$ cat src/rtl/dmem_arbiter.sv
// dmem_arbiter: shares one variable-latency data-memory port
// between the integer and FPU mem stages, with timeout and alignment guard.
module dmem_arbiter #(
  parameter int ADDR_W  = 32,
  parameter int DATA_W  = 32,
  parameter int TIMEOUT = 16
) (
  input  logic              clk,
  input  logic              rst,
  input  logic              int_req,
  input  logic              int_we,
  input  logic [ADDR_W-1:0] int_addr,
  input  logic [DATA_W-1:0] int_wdata,
  input  logic              fp_req,
  input  logic              fp_we,
  input  logic [ADDR_W-1:0] fp_addr,
  input  logic [DATA_W-1:0] fp_wdata,
  output logic              mem_req,
  output logic              mem_we,
  output logic [ADDR_W-1:0] mem_addr,
  output logic [DATA_W-1:0] mem_wdata,
  input  logic              mem_ready,
  input  logic [DATA_W-1:0] mem_rdata,
  output logic [DATA_W-1:0] int_rdata,
  output logic              int_done,
  output logic              int_err,
  output logic [DATA_W-1:0] fp_rdata,
  output logic              fp_done,
  output logic              fp_err,
  output logic              mem_stall
);

  typedef enum logic [2:0] {
    IDLE,
    BUSY_INT,
    BUSY_FP,
    RESP_INT,
    RESP_FP
  } state_t;

  localparam logic [7:0] CntLast = 8'(TIMEOUT - 1);

  state_t            state_q, state_d;
  logic              ptr_q, ptr_d;
  logic [7:0]        cnt_q, cnt_d;
  logic              req_q, req_d;
  logic              we_q, we_d;
  logic [ADDR_W-1:0] addr_q, addr_d;
  logic [DATA_W-1:0] wdata_q, wdata_d;
  logic              err_q, err_d;
  logic [DATA_W-1:0] irdata_q, irdata_d;
  logic [DATA_W-1:0] frdata_q, frdata_d;

  logic              gnt_fp;
  logic              gnt_we;
  logic [ADDR_W-1:0] gnt_addr;
  logic [DATA_W-1:0] gnt_wdata;

  // pick the winning side and its request fields
  always_comb begin
    gnt_fp    = fp_req & (~int_req | ptr_q);
    gnt_we    = gnt_fp ? fp_we : int_we;
    gnt_addr  = gnt_fp ? fp_addr : int_addr;
    gnt_wdata = gnt_fp ? fp_wdata : int_wdata;
  end

  // next-state and datapath updates
  always_comb begin
    state_d  = state_q;
    ptr_d    = ptr_q;
    cnt_d    = cnt_q;
    req_d    = 1'b0;
    we_d     = we_q;
    addr_d   = addr_q;
    wdata_d  = wdata_q;
    err_d    = err_q;
    irdata_d = irdata_q;
    frdata_d = frdata_q;
    unique case (state_q)
      IDLE: begin
        if (int_req | fp_req) begin
          if (int_req & fp_req) ptr_d = ~ptr_q;
          if (gnt_addr[1:0] != 2'b00) begin
            state_d = gnt_fp ? RESP_FP : RESP_INT;
            err_d   = 1'b1;
            if (gnt_fp) frdata_d = '0;
            else        irdata_d = '0;
          end else begin
            state_d = gnt_fp ? BUSY_FP : BUSY_INT;
            cnt_d   = '0;
            req_d   = 1'b1;
            we_d    = gnt_we;
            addr_d  = gnt_addr;
            wdata_d = gnt_wdata;
          end
        end
      end
      BUSY_INT, BUSY_FP: begin
        if (mem_ready) begin
          state_d = (state_q == BUSY_FP) ? RESP_FP : RESP_INT;
          err_d   = 1'b0;
          if (!we_q) begin
            if (state_q == BUSY_FP) frdata_d = mem_rdata;
            else                    irdata_d = mem_rdata;
          end
        end else if (cnt_q == CntLast) begin
          state_d = (state_q == BUSY_FP) ? RESP_FP : RESP_INT;
          err_d   = 1'b1;
          if (state_q == BUSY_FP) frdata_d = '0;
          else                    irdata_d = '0;
        end else begin
          cnt_d = cnt_q + 8'd1;
          req_d = 1'b1;
        end
      end
      RESP_INT, RESP_FP: state_d = IDLE;
      default:           state_d = IDLE;
    endcase
  end

  // state and datapath registers
  always_ff @(posedge clk or negedge rst) begin
    if (!rst) begin
      state_q  <= IDLE;
      ptr_q    <= 1'b0;
      cnt_q    <= '0;
      req_q    <= 1'b0;
      we_q     <= 1'b0;
      addr_q   <= '0;
      wdata_q  <= '0;
      err_q    <= 1'b0;
      irdata_q <= '0;
      frdata_q <= '0;
    end else begin
      state_q  <= state_d;
      ptr_q    <= ptr_d;
      cnt_q    <= cnt_d;
      req_q    <= req_d;
      we_q     <= we_d;
      addr_q   <= addr_d;
      wdata_q  <= wdata_d;
      err_q    <= err_d;
      irdata_q <= irdata_d;
      frdata_q <= frdata_d;
    end
  end

  assign mem_req   = req_q;
  assign mem_we    = req_q & we_q;
  assign mem_addr  = addr_q;
  assign mem_wdata = wdata_q;
  assign int_done  = (state_q == RESP_INT);
  assign fp_done   = (state_q == RESP_FP);
  assign int_err   = int_done & err_q;
  assign fp_err    = fp_done & err_q;
  assign int_rdata = irdata_q;
  assign fp_rdata  = frdata_q;
  assign mem_stall = (int_req & ~int_done) | (fp_req & ~fp_done);

endmodule

$ cat config.mk
export PLATFORM = sky130hd
export DESIGN_NAME = dmem_arbiter
export DESIGN_NICKNAME = d
export VERILOG_FILES = /design/src/rtl/dmem_arbiter.sv
export SDC_FILE = /design/constraint.sdc
export NUM_CORES = 1
export LEC_CHECK = 0
export ABC_AREA = 1
export CORE_UTILIZATION = 46
export DETAILED_ROUTE_END_ITERATION = 6
export GPL_ROUTABILITY_DRIVEN = 0
export HOLD_SLACK_MARGIN = 0.06
export PLACE_DENSITY_LB_ADDON = 0.15
export SLEW_MARGIN = 20
export SYNTH_ARGS = -nofsm -noshare
export SYNTH_HDL_FRONTEND = slang
export SYNTH_SLANG_ARGS = --single-unit
$ cat constraint.sdc
create_clock -name clk -period 4.4 [get_ports clk]
set_clock_uncertainty 0.1 [all_clocks]
set_input_delay 1.1 -clock clk [delete_from_list [all_inputs] [get_ports clk]]
set_output_delay 1.1 -clock clk [all_outputs]
set_load 0.1 [all_outputs]
==> flow_summary.toml <==
[outcome]
status = "completed"

[clock_network]
clockRootBuffer = "clkbuf_16"
clock_latency_ps = 420
ctsHoldBuffers = 0
cts_setup_buffers = 0
cts_resized = 0
cts_tree = "built"
cts_buffers = 17
clkTransAtPathRegs_ps = 60
clock_path_buffers = 2
clock_sinks = 143
cts.htree.levels = 4

[logic_synthesis]
synth_common_cells = "nand2_1, dfrtp_1, mux2i_1"
ys_top_cells_by_area = "dfrtp_1, nand2_1, mux2i_1"
muxShareOfSynthArea_pct = 8.898
ys_seq_area_share_pct = 50.49
yosysWarnings = 0
syn_area_per_cell_um2 = 9.252
ys_ff_latch = 143
synth_edf_count = 0
yosys.area_share.adder_pct = 0.3531
synth_top_cell_area_share_pct = 50.49
synth_simple_gate_area_share_pct = 25.14
synth_top_family_by_area = "simple AND/OR/NAND/NOR gates"
synth_cell_types = 29
syn-num-nets = 935
synth-compound-area-share_pct = 8.069
syn-cell-area_mm2 = 0.007087
synthXorXnorAreaFrac_pct = 0.3708
async_reset_ff_share_pct = 100.0
yosys_most_used_dff = "dfrtp_1"
synth.most_common_cell = "nand2_1"
synth_top_cell_by_area = "dfrtp_1"
syn-instance-count = 766

[layout]
fin_cells = 1253
layout-drive-gt1-share_pct = 15.31
seq_area_mm2 = 0.003578
fillers = 1155
fin_nets = 1221
multi_input_area_mm2 = 0.003057
num_antenna_cells = 0
area_growth_pct = 52.56

[critical_path]
cp_cell_sequence = "inv_1, nor3_2, clkdlybuf4s50_1"
rrSetupSlack_ps = 1780
crit_fanout = 4
crit_type = "flip-flop to primary output"
r2r_cells = 11
reg2reg_from = "cnt_q[0]"
r2r_end = "fp_rdata[23]"
endpoint_kind = "primary output"
slowest_stage = "clkdlybuf4s50_1"
slowest_delay_ps = 1180
worstPathArrival_ps = 2370
critPathLaunchType = "flip-flop"
required_ps = 3200

[worst_hold_path]
hold_path.class = "flip-flop to flip-flop"
holdPathStages = 2
hold_end = "mem_addr[1]"
min_from = "mem_addr[1]"

[route]
drt_iter0_markers = 371
route.detailed.drc = 0
dr.pass1.iters = 5
drt-total-wl_um = 19730
vias = 6242
postRouteAntennaNets = 0
wire_per_inst_um = 15.74
via_per_inst = 4.982

[sta]
setup_viol = 0
layout_min_cycle_time_ps = 3572
drv_slew = 0
tightest_slew_ps = 1084
setup_tns_ps = 0
slew_headroom_pct = 27.49
final.period_utilization_pct = 81.19
rsz0062_at_grt = "no"
clock.fmax_mhz = 279.9
holdWs_ps = 363.0
hold_violations = 0

[place]
dp_hpwl_um = 14220
numPortBuffers = 301
dp_cells = 1221

[global_route]
grt_pass1_vias = 6126
grt_pass1_wl_um = 31950
grt_overflow = 0
grt_start_max_net_pins = 82
grtUsageTotal_pct = 26.03
grt_antenna_before_repair = 0

[die]
die_h_um = 126.1
initial_core_util_pct = 46.79
die_width_um = 126.1
io-pin-count = 302
core_mm2 = 0.01515
num_rows = 45
die_area_mm2 = 0.01591

[power_and_ir_drop]
irDropWorstVdd_mv = 0.3962
p_per_area_mw_per_mm2 = 899.8
total_leakage_power_nw = 5.254

[job]
cap_viol_max_count = 0
==> registers in the layout (all words and copies together), names as in the netlist <==
name       count
cnt_q          8
int_rdata     32
state_q        3
err_q          1
fp_rdata      32
ptr_q          1
mem_addr      32
mem_req        1
mem_wdata     32
we_q           1
==> how the worst max path moves through the flow <==
stage                          start           end  slack [ps]
after floorplan              int_req     mem_stall         -30
after global placement        fp_req   fp_rdata[2]        1020
after detailed placement      fp_req  fp_rdata[20]         940
after CTS                 state_q[0]      int_done         820
after global routing      state_q[0]      int_done         780
final                     state_q[0]      int_done         830
==> per-stage QoR <==
step / power [mW] / instance area, um2 / util [%] / setup slack, ps
after floorplan: 6.727 / 7098 / - / -33.47
final: 9.728 / 10810 / 71.38 / 827.6
after global placement: 7.994 / 10110 / 66.76 / 1020
after global routing: 10.12 / 10810 / 71.38 / 780.5
after CTS: 9.787 / 10810 / 71.38 / 823.4
after detailed placement: 8.044 / 10110 / 66.76 / 935.2
==> metal layers <==
metal | GRT usage (%) | wire length (um)
met5 | 0 | 0
met4 | 10.84 | 483
met3 | 5.947 | 1258
met2 | 42.83 | 9574
met1 | 33.12 | 8410
==> layout by cell type, fill, tap and decap left out, types with 3 or more instances in the layout <==
master           Yosys  final
inv_1               23     23
buf_12               0      4
nand2_1            259    258
mux2i_1             63     63
clkdlybuf4s50_1      0    297
inv_2                4      4
nor2_1              46     46
xor2_1               3      3
o21ai_2             60     60
nand2_2             42     42
dfrtp_1            143    143
o21ai_1              4      4
bufinv_16            0      7
nor3b_1              3      3
clkbuf_16            0     17
buf_4                1     10
nand3_1             52     52
==> kinds of logic after synthesis <==
group           Yosys count
simple gates            414
buf+inv                  72
compound gates           69
fa+ha+maj                 2
flops                   143
xor+xnor                  3
mux                      63
==> power by group <==
part / switching [mW] / internal, mW / total, mW
Combinational: 4.59 / 1.37 / 5.96
Sequential: 0.299 / 1.77 / 2.07
Clock: 0.562 / 1.14 / 1.70
==> critical path, delay by kind of cell (launching register included) <==
family	cells	cell delay, ps
buffers and inverters	2	1310
DFF	1	420
and+or+nand+nor	1	220
==> layout make-up <==
| class | instances | share of cell area (%) |
|---|---|---|
| multi-input combinational | 551 | 28.27 |
| tap | 188 | 2.176 |
| clock buffer | 18 | 4.062 |
| timing repair buffer | 312 | 29.04 |
| clock inverter | 14 | 2.419 |
| sequential | 143 | 33.10 |
| inverter | 27 | 0.9374 |
Power figures use the tool's default switching activity.
